$ cat src/rtl/ppu_vram_arb.sv
// PPU VRAM port arbiter: background, sprite and CPU requesters share
// one synchronous RAM port through an address/wait/data sequence.
module ppu_vram_arb #(
    parameter int RD_LAT         = 1,
    parameter int CPU_STARVE_MAX = 15
) (
    input  logic        clk_in,
    input  logic        rst_in,
    input  logic        render_en_in,
    input  logic        bg_req_in,
    input  logic [13:0] bg_a_in,
    output logic        bg_gnt_out,
    input  logic        spr_req_in,
    input  logic [13:0] spr_a_in,
    output logic        spr_gnt_out,
    input  logic        cpu_req_in,
    input  logic        cpu_wr_in,
    input  logic [13:0] cpu_a_in,
    input  logic [7:0]  cpu_d_in,
    output logic        cpu_done_out,
    output logic        rd_vld_out,
    output logic [1:0]  rd_src_out,
    output logic [7:0]  rd_d_out,
    output logic [13:0] vram_a_out,
    output logic [7:0]  vram_d_out,
    output logic        vram_wr_out,
    input  logic [7:0]  vram_d_in
);

    typedef enum logic [1:0] {
        IDLE,
        ADDR,
        WAIT,
        DATA
    } state_t;

    localparam logic [1:0] SRC_BG     = 2'd0;
    localparam logic [1:0] SRC_SPR    = 2'd1;
    localparam logic [1:0] SRC_CPU    = 2'd2;
    localparam logic [7:0] STARVE_MAX = 8'(CPU_STARVE_MAX);
    localparam logic [1:0] WAIT_LD    = 2'(RD_LAT - 1);

    state_t      state_q;
    logic [1:0]  src_q;
    logic        wr_q;
    logic [1:0]  wait_q;
    logic [7:0]  starve_q;

    logic        cpu_act;
    logic        starved;
    logic        pick_bg;
    logic        pick_spr;
    logic        pick_cpu;
    logic        to_data;
    logic [13:0] win_a;
    logic [1:0]  win_src;

    // A CPU write finishes while the CPU still holds its request, so the
    // request is ignored during its own done pulse to avoid a re-grant.
    assign cpu_act = cpu_req_in & ~cpu_done_out;
    assign starved = (starve_q == STARVE_MAX);

    // The read return registers load on the edge that enters DATA, so the
    // data is visible during the DATA cycle itself.
    assign to_data = ((state_q == ADDR) && !wr_q && (RD_LAT == 1)) ||
                     ((state_q == WAIT) && (wait_q == 2'd1));

    // Priority selection among the eligible requesters
    always_comb begin
        pick_bg  = 1'b0;
        pick_spr = 1'b0;
        pick_cpu = 1'b0;
        if (render_en_in) begin
            if (cpu_act && starved) begin
                pick_cpu = 1'b1;
            end else if (bg_req_in) begin
                pick_bg = 1'b1;
            end else if (spr_req_in) begin
                pick_spr = 1'b1;
            end else if (cpu_act) begin
                pick_cpu = 1'b1;
            end
        end else begin
            pick_cpu = cpu_act;
        end
    end

    // Address and source of the winning requester
    always_comb begin
        win_a   = cpu_a_in;
        win_src = SRC_CPU;
        unique case (1'b1)
            pick_bg: begin
                win_a   = bg_a_in;
                win_src = SRC_BG;
            end
            pick_spr: begin
                win_a   = spr_a_in;
                win_src = SRC_SPR;
            end
            default: ;
        endcase
    end

    // Access sequencer with registered outputs
    always_ff @(posedge clk_in or negedge rst_in) begin
        if (!rst_in) begin
            state_q      <= IDLE;
            src_q        <= SRC_BG;
            wr_q         <= 1'b0;
            wait_q       <= 2'd0;
            bg_gnt_out   <= 1'b0;
            spr_gnt_out  <= 1'b0;
            cpu_done_out <= 1'b0;
            rd_vld_out   <= 1'b0;
            rd_src_out   <= 2'd0;
            rd_d_out     <= 8'd0;
            vram_a_out   <= 14'd0;
            vram_d_out   <= 8'd0;
            vram_wr_out  <= 1'b0;
        end else begin
            bg_gnt_out   <= 1'b0;
            spr_gnt_out  <= 1'b0;
            cpu_done_out <= 1'b0;
            rd_vld_out   <= 1'b0;
            vram_wr_out  <= 1'b0;
            case (state_q)
                IDLE: begin
                    if (pick_bg || pick_spr || pick_cpu) begin
                        state_q     <= ADDR;
                        vram_a_out  <= win_a;
                        src_q       <= win_src;
                        wr_q        <= pick_cpu & cpu_wr_in;
                        vram_wr_out <= pick_cpu & cpu_wr_in;
                        vram_d_out  <= (pick_cpu & cpu_wr_in) ? cpu_d_in : 8'd0;
                        bg_gnt_out  <= pick_bg;
                        spr_gnt_out <= pick_spr;
                    end
                end
                ADDR: begin
                    vram_d_out <= 8'd0;
                    if (wr_q) begin
                        cpu_done_out <= 1'b1;
                        state_q      <= IDLE;
                    end else if (RD_LAT == 1) begin
                        state_q <= DATA;
                    end else begin
                        wait_q  <= WAIT_LD;
                        state_q <= WAIT;
                    end
                end
                WAIT: begin
                    wait_q <= wait_q - 2'd1;
                    if (wait_q == 2'd1) begin
                        state_q <= DATA;
                    end
                end
                DATA: begin
                    state_q <= IDLE;
                end
                default: begin
                    state_q <= IDLE;
                end
            endcase
            if (to_data) begin
                rd_d_out     <= vram_d_in;
                rd_src_out   <= src_q;
                rd_vld_out   <= 1'b1;
                cpu_done_out <= (src_q == SRC_CPU);
            end
        end
    end

    // CPU starvation counter, only advanced by lost IDLE slots while rendering
    always_ff @(posedge clk_in or negedge rst_in) begin
        if (!rst_in) begin
            starve_q <= 8'd0;
        end else if (!cpu_req_in) begin
            starve_q <= 8'd0;
        end else if (state_q == IDLE) begin
            if (pick_cpu) begin
                starve_q <= 8'd0;
            end else if (render_en_in && cpu_act && !starved) begin
                starve_q <= starve_q + 8'd1;
            end
        end
    end

endmodule

$ cat config.mk
export PLATFORM = sky130hd
export DESIGN_NAME = ppu_vram_arb
export DESIGN_NICKNAME = d
export VERILOG_FILES = /design/src/rtl/ppu_vram_arb.sv
export SDC_FILE = /design/constraint.sdc
export NUM_CORES = 1
export LEC_CHECK = 0
export ABC_AREA = 1
export CAP_MARGIN = 10
export CORE_UTILIZATION = 35
export DETAILED_ROUTE_END_ITERATION = 6
export PLACE_DENSITY = 0.7
export SETUP_SLACK_MARGIN = 0.15
export SLEW_MARGIN = 15
export SYNTH_ARGS = -nofsm -noshare
export SYNTH_HDL_FRONTEND = slang
export SYNTH_SLANG_ARGS = --single-unit
$ cat constraint.sdc
create_clock -name clk_in -period 1.85 [get_ports clk_in]
set_input_delay 0.4625 -clock clk_in [delete_from_list [all_inputs] [get_ports clk_in]]
set_output_delay 0.4625 -clock clk_in [all_outputs]
set_load 0.02 [all_outputs]
==> results.md, run 1 <==
* P_leak at 2.01 nW
* Initial Util at between 30 and 40%
* Netlist cell types at 26
* CP arrival at 1870 ps
* Fin Setup TNS at 0 ps
* Multi-input logic area at approximately 1200 um^2
* 1st-iter DRT viols at 119
* Share of layout cells above drive strength 1 at about a tenth
* Routed WL at between 6000 and 7000 um
* PortBufs at 101
* Die Wd at about 86 um
* Worst Hold Margin at 122 ps
* Unrepaired setup endpoints after global routing: yes
* Commonest cells after routing, fill and taps aside: nand2_1 (120), nand3_1 (61), clkdlybuf4s50_1 (60)
* Filler cells at roughly 620
* Diodes inserted at 0
* First-pass GRT wire length at 10900 um
* Final setup viols at 0
* Clk pin slew, worst setup/hold paths at approximately 90 ps
* Seq. cell area at 1300 um^2
* Synth warn at 0
* Crit path required time at ~2100 ps
* Final net count at roughly 490
* Total grt overflow at 0
* Final Power at 4.81 mW
* Core area at between 6000 and 7000 um^2
* Worst-Margin Slew at 322 ps
* Crit. End Element: register
* Worst-skew pair later-pin latency at approximately 300 ps
* Synth Area in Adders at 1.00%
* Slowest stage cell, crit path: clkdlybuf4s50_1
* Largest net degree at the start of global routing at 53
* DIE AREA at between 7000 and 8000 um^2
* Crit-path cells: clkdlybuf4s50_1 -> nand2_2 -> inv_1 -> nor2_1 -> a21oi_4 -> nand2_4 -> nand2_8 -> nand2_1 -> o21ai_0
* Post-synthesis mux area share at 0%
* Synth Area per Inst at approximately 8 um^2
* Num Clock Sinks at 52
* Largest family of logic cells by synthesized area: simple AND/OR/NAND/NOR gates
* Commonest non-fill, non-tap cell in the layout: nand2_1
* Vias in the first global route at 2389
* Status: complete, no violations
* Max Cap Violations at 0
* Initial antenna violation count at 0
* Peak supply drop at 500 uV
* Via density at around 4.7
* Worst-path maximum fanout at 7
* Htree depth at 2
* Final slew viol count at 0
* CTS max path bufs at 2
* FP Rows at 30
* Mapped Nets at 378
* CP peak stage delay at a little over 500 ps
* Relative slew slack at between 70 and 80%
* Cell Area, Synth at about 2500 um^2
* Post-synthesis register bit count at 52
* Vias at 2448
* Crit Path Category: input pin to register
* Power density cells at 1230 nW/um^2
* Synth Instances at 311
* Fin crit share at approximately 89%
* Cts hold-fix bufs at 0
* TritonRoute pass-1 iters at 4
* Synth Area in XOR/XNOR at 2.10%
* Drt drc at 0
* Crit path buf inv count at 2
* Fmax at 0.605 GHz
* Die Ht at ~86 um
* Routability Congestion at 0.774
* Post-DP HPWL at 4460 um
* Wirelength per Cell at 12.5 um
* Root buf cell: clkbuf_8
* Final Hold Vio Count at 0
* Simple-gate share of the synthesized area at a little under two fifths
* CTS tree: yes
* CTS Buf Count at 5
* Overall global routing resource usage at between 10% and 20%
* Worst Skew at 4.11 ps
* Compound-Gate Fraction of Synth Area at 3.11%
* Worst Hold Class: input pin to async pin
* Sequential cell area fraction in the yosys report at between 50% and 60%
* Delay-heaviest family, CP: buffers and inverters
* Startpoint Class: input pin
* Tmin final at 1650 ps
* Ports at a little over 100
* ANT nets after route at 0
* Layout area overhead at 56.7%
==> kinds of logic (layout without fill, tap and decap cells) <==
| kind of cell | count (synthesis) | in the layout |
|---|---|---|
| buffers and inverters | 27 | 139 |
| AND/OR/NAND/NOR | 214 | 217 |
| XOR/XNOR | 6 | 6 |
| adder cells (fa/ha/maj) | 2 | 2 |
| flip-flops | 52 | 52 |
| AO/OA/AOI/OAI | 10 | 10 |
==> worst paths after layout <==
check	depth (start not counted)	end	slack, ps	startpoint
worst max-delay path	9	src_q[0]$_DFFE_PN0P_	200	spr_req_in
max in group asynchronous	2	starve_q[6]$_DFFE_PN0P_	1480	rst_in
worst min register to register	2	rd_d_out[0]$_DFFE_PN0N_	470	rd_d_out[0]$_DFFE_PN0N_
worst min-delay path	2	starve_q[5]$_DFFE_PN0P_	120	rst_in
worst max register to register	9	src_q[0]$_DFFE_PN0P_	230	starve_q[0]$_DFFE_PN0P_
min in group clk_in	2	rd_d_out[0]$_DFFE_PN0N_	470	rd_d_out[0]$_DFFE_PN0N_
==> cells in the mapped netlist <==
library cell | count | area (um^2)
a21oi_1 | 1 | 5.00
nor2_1 | 21 | 78.8
o21ai_1 | 1 | 5.00
a21oi_4 | 1 | 16.3
clkinv_1 | 2 | 7.51
o21ai_4 | 1 | 16.3
o22ai_1 | 1 | 6.26
nor3_1 | 1 | 5.00
clkbuf_1 | 7 | 26.3
nor2_2 | 3 | 18.8
inv_1 | 13 | 48.8
nand3_1 | 62 | 310
xnor2_1 | 2 | 17.5
nand2_2 | 1 | 6.26
buf_4 | 2 | 15.0
buf_1 | 1 | 3.75
buf_6 | 2 | 22.5
nand3_2 | 1 | 10.0
nand2_4 | 2 | 22.5
dfrtp_1 | 52 | 1300
nand2_1 | 122 | 458
a21oi_2 | 1 | 8.76
xor2_1 | 4 | 35.0
nor3b_1 | 1 | 7.51
o21ai_0 | 4 | 20.0
ha_1 | 2 | 25.0
==> layer usage <==
layer | GRT usage [%] | share of wire [%] | wire length, um
met1 | 23.7 | 44 | 2860
met2 | 31.6 | 49 | 3210
met3 | 4.95 | 5.6 | 363
met4 | 4.70 | 1.3 | 88
met5 | 0 | 0 | 0
==> power by group <==
group	switching [mW]	internal, mW	total (mW)	leakage, nW
sequential	0.239	1.54	1.78	0.674
clock	0.381	0.443	0.824	0.0614
combinational	1.36	0.842	2.21	1.28
total	1.98	2.83	4.81	2.01
==> state kept, by name, indices dropped and copies added, names as in the netlist, 2 cells and up <==
name        cells
rd_d_out        8
rd_src_out      2
src_q           2
starve_q        8
state_q         2
vram_a_out     14
vram_d_out      8
wait_q          2
==> cell type report <==
class	instances	share of cell area (%)
Inverter	15	1.44
Clock buffer	6	2.11
Sequential cell	52	33.2
Timing Repair Buffer	116	28.6
Clock inverter	2	0.991
Multi-Input combinational cell	235	30.5
Tap cell	96	3.07
==> through the flow <==
step,utilization (%),std cells,instance area (um^2),setup WS (ps)
3_5_place_dp,53.6,507,3660,-244
2_1_floorplan,-,311,2500,311
4_1_cts,56.3,519,3850,183
3_3_place_gp,53.6,507,3660,-235
5_1_grt,57.3,522,3910,129
6_report,57.3,522,3910,196
==> what timing repair did <==
item	CTS	global route
gates resized for setup	47	10
endpoints found under the hold margin	0	0
gates cloned	3	0
pin swaps	7	7
buffers inserted	1	3
setup endpoints to repair	64	34
Power figures use the tool's default switching activity.
==> run 2: changes to the inputs <==
--- a/config.mk
+++ b/config.mk
@@ -7,11 +7,11 @@
 export LEC_CHECK = 0
 export ABC_AREA = 1
 export CAP_MARGIN = 10
+export CORE_MARGIN = 2
 export CORE_UTILIZATION = 35
 export DETAILED_ROUTE_END_ITERATION = 6
 export PLACE_DENSITY = 0.7
 export SETUP_SLACK_MARGIN = 0.15
-export SLEW_MARGIN = 15
 export SYNTH_ARGS = -nofsm -noshare
 export SYNTH_HDL_FRONTEND = slang
 export SYNTH_SLANG_ARGS = --single-unit
==> run 2 against run 1 <==
Compared with the run above:
- final cell count unchanged
- first-iteration DRC count increased by 13%
- sequential power about the same
- routed wire length decreased by 1.1%
- combinational power about the same
- total power decreased by 3.5%
==> results.md, run 2 (same netlist as run 1, synthesis figures left out) <==
* P_leak at 1.97 nW (-2.0%)
* Total grt overflow at 0 (unchanged)
* Max Cap Violations at 0 (unchanged)
* Htree depth at 2 (unchanged)
* Worst Skew at 8.95 ps (+4.83 ps)
* Commonest non-fill, non-tap cell in the layout: nand2_1
* Wirelength per Cell at 12.4 um (-1.1%)
* Crit path required time at 1390 ps (-680 ps)
* Ports at 102 (unchanged)
* Drt drc at 0 (unchanged)
* PortBufs at 101 (unchanged)
* Worst-skew pair later-pin latency at 310 ps (about the same)
* 1st-iter DRT viols at 134 (+13%)
* Relative slew slack at 67.8% (-11 points)
* CP arrival at 1200 ps (-670 ps)
* Diodes inserted at 0 (unchanged)
* DIE AREA at 7830 um^2 (+4.7%)
* First-pass GRT wire length at 10400 um (-4.9%)
* Tmin final at 1660 ps (+6.02 ps)
* Vias in the first global route at 2290 (-4.1%)
* Largest net degree at the start of global routing at 33 (-38%)
* Core area at 6830 um^2 (unchanged)
* Worst-path maximum fanout at 5 (-2)
* Post-DP HPWL at 4660 um (+4.5%)
* Unrepaired setup endpoints after global routing: yes
* Fin crit share at 89.7% (+0.33 points)
* Crit path buf inv count at 1 (-1)
* FP Rows at 30 (unchanged)
* Cts hold-fix bufs at 0 (unchanged)
* TritonRoute pass-1 iters at 5 (+1)
* Final non-filler cell total at 522 (unchanged)
* CTS max path bufs at 2 (unchanged)
* Worst Hold Margin at 99.9 ps (-22.2 ps)
* Largest reg by FF count: vram_a_out
* Initial Util at 36.6% (unchanged)
* Final slew viol count at 0 (unchanged)
* Routability Congestion at 0.866 (+12%)
* Final net count at 492 (unchanged)
* Delay-heaviest family, CP: flip-flops
* Area after DPL at 3670 um^2 (+0.27%)
* Share of layout cells above drive strength 1 at 10.3% (+0.23 points)
* Power density cells at 1210 nW/um^2 (-2.0%)
* Slowest stage cell, crit path: dfrtp_1
* Die Wd at 88.5 um (+2.3%)
* CTS tree: yes
* Worst-Margin Slew at 483 ps (+162 ps)
* Filler cells at 635 (+1.8%)
* Final Hold Vio Count at 0 (unchanged)
* CP peak stage delay at 500 ps (about the same)
* Die Ht at 88.5 um (+2.3%)
* Fin Setup TNS at 0 ps (unchanged)
* Vias at 2363 (-3.5%)
* Final setup viols at 0 (unchanged)
* ANT nets after route at 0 (unchanged)
* Post-route cell area at 3850 um^2 (-1.6%)
* Placed cell count at 510 (+0.59%)
* Root buf cell: clkbuf_8
* Num Clock Sinks at 52 (unchanged)
* Peak supply drop at 532 uV (+6.3%)
* Layout area overhead at 54.2%
* Worst Hold Class: input pin to async pin
* Max reg flops at 14 (unchanged)
* Crit Path Category: register to primary output
* Crit. End Element: primary output
* Via density at 4.53 (-3.5%)
* Clk pin slew, worst setup/hold paths at 100 ps (about the same)
* CTS Buf Count at 5 (unchanged)
* Status: complete, no violations
* Overall global routing resource usage at 17.1% (-1.5 points)
* Routed WL at 6450 um (-1.1%)
* Commonest cells after routing, fill and taps aside: nand2_1 (122), nand3_1 (62), clkdlybuf4s50_1 (61)
* Fmax at 0.602 GHz (-0.36%)
* Startpoint Class: register
* Crit-path cells: dlygate4sd2_1
* Initial antenna violation count at 0 (unchanged)
==> run 2: cell types whose count changed in the layout (fill, tap and decap cells not counted), sizes merged <==
cell           delta
inv               +1
clkbuf            -1
clkdlybuf4s50     +1
bufinv            -1
clkinvlp          +1
buf               +1
nand2             -1
dlygate4sd2       -1
==> run 2: area by class of cell <==
cell class | instances | area [um^2] | share of cell area, %
inverter | 15 | 56.3 | 1.46
tap | 96 | 120 | 3.12
clock inverter | 3 | 27.5 | 0.715
multi-input combinational | 234 | 1160 | 30.2
clock buffer | 5 | 68.8 | 1.79
sequential | 52 | 1300 | 33.8
timing repair buffer | 117 | 1110 | 28.9
==> run 2: routing by layer <==
metal / track usage (%) / share of wire [%] / wire (um) / vias to the layer above
met5: 0 / 0 / 0 / -
met4: 6.34 / 2.1 / 135 / 0
met3: 4.76 / 6.2 / 402 / 12
met2: 27.5 / 47 / 3030 / 66
met1: 22.0 / 45 / 2880 / 1064
li1: - / - / - / 1221
==> run 2: final timing paths <==
kind                                              start                    endpoint  slack, ps  depth (start not counted)
max in group asynchronous                        rst_in     rd_d_out[3]$_DFFE_PN0N_       1220                          2
min in group clk_in             rd_d_out[2]$_DFFE_PN0N_     rd_d_out[2]$_DFFE_PN0N_        470                          2
worst max register to register  starve_q[0]$_DFFE_PN0P_   vram_a_out[8]$_DFFE_PN0P_        240                          9
worst min register to register  rd_d_out[2]$_DFFE_PN0N_     rd_d_out[2]$_DFFE_PN0N_        470                          2
worst min-delay path                             rst_in  vram_a_out[11]$_DFFE_PN0P_        100                          1
worst max-delay path             cpu_done_out$_DFF_PN0_                cpu_done_out        190                          1
==> run 2: repair_timing <==
action,in CTS,in global routing
setup endpoints to repair,66,35
buffers inserted,0,2
cloned,0,2
pin swaps,0,7
gates resized for setup,44,14
==> run 2: per-stage QoR <==
step	power [mW]	setup WS (ps)	util, %
2_1_floorplan	3.03	311	-
3_3_place_gp	4.04	-239	53.8
3_5_place_dp	4.08	-258	53.8
4_1_cts	4.57	178	55.0
5_1_grt	5.02	127	56.4
6_report	4.64	190	56.4
==> run 2: power breakdown <==
part	switching (mW)	total [mW]	internal, mW	leakage [nW]
clock network	0.400	0.678	0.278	0.0463
registers	0.228	1.77	1.54	0.674
logic	1.35	2.19	0.842	1.25
==> run 3: changes to the inputs <==
--- a/config.mk
+++ b/config.mk
@@ -8,9 +8,9 @@
 export ABC_AREA = 1
 export CAP_MARGIN = 10
 export CORE_MARGIN = 2
-export CORE_UTILIZATION = 35
+export CORE_UTILIZATION = 43
 export DETAILED_ROUTE_END_ITERATION = 6
-export PLACE_DENSITY = 0.7
+export PLACE_DENSITY = 0.83
 export SETUP_SLACK_MARGIN = 0.15
 export SYNTH_ARGS = -nofsm -noshare
 export SYNTH_HDL_FRONTEND = slang
==> run 3 against run 2 <==
Compared with the run above:
- combinational power is 3% higher
- worst hold slack got worse by 27 ps
- routed wire length is 2.9% higher
- total power is 0.74% higher
- via count is 5.9% higher
- critical path depth is 9 higher
- clock skew is 2.7 ps lower
- critical endpoint is now vram_a_out[2]$_DFFE_PN0P_
- final area up 0.78%
- clock power is 2.9% lower
- non-clock buffer count increased by 4
==> results.md, run 3 (same netlist as run 1, synthesis figures left out) <==
* Final Power at 4.68 mW (+0.74%)
* Switching Power at 1.97 mW (-0.48%)
* Startpoint Class: register
* Die Wd at 80.2 um (-9.3%)
* Worst Skew at 6.29 ps (-2.65 ps)
* Vias in the first global route at 2262 (-1.2%)
* Crit path required time at 2100 ps (+710 ps)
* Global Route met1 Usage at 24.1% (+2.0 points)
* Max reg flops at 14 (unchanged)
* Ports at 102 (unchanged)
* P_int at 2.71 mW (+1.6%)
* Largest net degree at the start of global routing at 36 (+9.1%)
* Share of layout cells above drive strength 1 at 11.4% (+1.1 points)
* Overall global routing resource usage at 19.9% (+2.8 points)
* FP Rows at 27 (-10%)
* Final non-filler cell total at 501 (-4.0%)
* Fin crit share at 89.1% (-0.65 points)
* Initial antenna violation count at 0 (unchanged)
* Worst-path maximum fanout at 7 (+2)
* Placed cell count at 485 (-4.9%)
* Via density at 5.00 (+10%)
* ANT nets after route at 0 (unchanged)
* Setup WS pre-CTS at -218 ps (+40.0 ps)
* P_leak at 2.04 nW (+3.2%)
* Area after DPL at 3650 um^2 (-0.68%)
* Seq pwr share at 37.8% (-0.4 points)
* Clock group share of total power at 14.1% (-0.5 points)
* Relative slew slack at 71.6% (+3.8 points)
* Crit Path Category: register to register
* Total grt overflow at 0 (unchanged)
* Fin util at 69.6% (+13 points)
* Final setup viols at 0 (unchanged)
* Clk pin slew, worst setup/hold paths at 100 ps (about the same)
* CP arrival at 1900 ps (+700 ps)
* Sw frac at 42.1% (-0.51 points)
* Htree depth at 2 (unchanged)
* Initial Util at 44.8% (+8.2 points)
* Commonest cells after routing, fill and taps aside: nand2_1 (121), nand3_1 (62), clkdlybuf4s50_1 (60)
* Comb power frac at 48.1% (+0.9 points)
* Final WS setup at 202 ps (+11.9 ps)
* CTS tree: yes
* PortBufs at 101 (unchanged)
* CTS Buf Count at 5 (unchanged)
* GR peak layer: met2
* Root buf cell: clkbuf_8
* Diodes inserted at 0 (unchanged)
* Worst Hold Class: input pin to async pin
* Num Clock Sinks at 52 (unchanged)
* Post-route cell area at 3880 um^2 (+0.78%)
* Fmax at 0.607 GHz (+0.72%)
* Largest reg by FF count: vram_a_out
* Tmin final at 1650 ps (-11.9 ps)
* Final net count at 495 (+0.61%)
* Unrepaired setup endpoints after global routing: no
* Wirelength per Cell at 13.2 um (+7.3%)
* Max Cap Violations at 0 (unchanged)
* Routed WL at 6640 um (+2.9%)
* Core area at 5570 um^2 (-18%)
* Worst Hold Margin at 72.7 ps (-27.2 ps)
* Status: complete, no violations
* Met2 Resource Use GR at 34.5% (+7.0 points)
* Drt drc at 0 (unchanged)
* DIE AREA at 6430 um^2 (-18%)
* Crit. End Element: register
* Peak supply drop at 644 uV (+21%)
* CTS max path bufs at 2 (unchanged)
* Routability Congestion at 0.813 (-6.1%)
* Worst-Margin Slew at 426 ps (-57.4 ps)
* Met3 Track Usage GR at 6.40% (+1.6 points)
* Final Hold Vio Count at 0 (unchanged)
* TritonRoute pass-1 iters at 4 (-1)
* Post-DP HPWL at 4680 um (+0.46%)
* Vias at 2503 (+5.9%)
* Final slew viol count at 0 (unchanged)
* Power density cells at 1200 nW/um^2 (about the same)
* 1st-iter DRT viols at 126 (-6.0%)
* First-pass GRT wire length at 9990 um (-3.6%)
* Fin Setup TNS at 0 ps (unchanged)
* Cts hold-fix bufs at 0 (unchanged)
* Die Ht at 80.2 um (-9.3%)
* Worst-skew pair later-pin latency at 310 ps (about the same)
* Commonest non-fill, non-tap cell in the layout: nand2_1
* Layout area overhead at 55.4%
==> run 3: layer usage <==
| layer | part of all wire, % | vias to the layer above |
|---|---|---|
| met1 | 43 | 1186 |
| met3 | 7.1 | 7 |
| li1 | - | 1224 |
| met5 | 0 | - |
| met2 | 49 | 86 |
| met4 | 0.99 | 0 |
==> run 3: final cells by class <==
type                    instances  area (um^2)
well taps                      72         90.1
repair buffers                121         1200
clock buffers                   5         68.8
clock inverters                 3         22.5
multi-input cells             233         1140
fillers                       463         1690
flip-flops and latches         52         1300
inverters                      15         56.3
==> run 3: final timing paths <==
check	from	endpoint	slack [ps]	cells after the start
min in group clk_in	rd_src_out[0]$_DFFE_PN0N_	rd_src_out[0]$_DFFE_PN0N_	480	2
worst min-delay path	rst_in	vram_d_out[7]$_DFFE_PN0P_	70	1
worst max register to register	starve_q[0]$_DFFE_PN0P_	vram_a_out[2]$_DFFE_PN0P_	200	10
worst min register to register	rd_src_out[0]$_DFFE_PN0N_	rd_src_out[0]$_DFFE_PN0N_	480	2
max in group asynchronous	rst_in	starve_q[4]$_DFFE_PN0P_	1230	2
worst max-delay path	starve_q[0]$_DFFE_PN0P_	vram_a_out[2]$_DFFE_PN0P_	200	10
==> run 3: timing repair <==
action | 4_1_cts | 5_1_grt
buffers inserted | 0 | 5
setup endpoints to repair | 68 | 35
hold endpoints to repair | 0 | 0
gates resized for setup | 43 | 14
pin swaps | 0 | 5
gates cloned | 0 | 3
==> run 3: power by group through the flow <==
stage,Combinational [mW],Clock [mW],Sequential (mW)
2_1_floorplan,0.886,0,2.14
3_3_place_gp,2.26,0,1.78
3_5_place_dp,2.32,0,1.79
4_1_cts,2.14,0.673,1.77
5_1_grt,2.47,0.732,1.80
6_report,2.25,0.658,1.77
==> run 3: worst max-delay path, cell delays in order, from the launching register on <==
cell       delay, ps
dfrtp_1          390
ha_2             210
nand3_4          100
nor2_4            50
nand2_2           90
o21ai_4           70
buf_12           140
a21oi_4          230
clkbuf_16        190
nand2_1           50
nand2_1           50
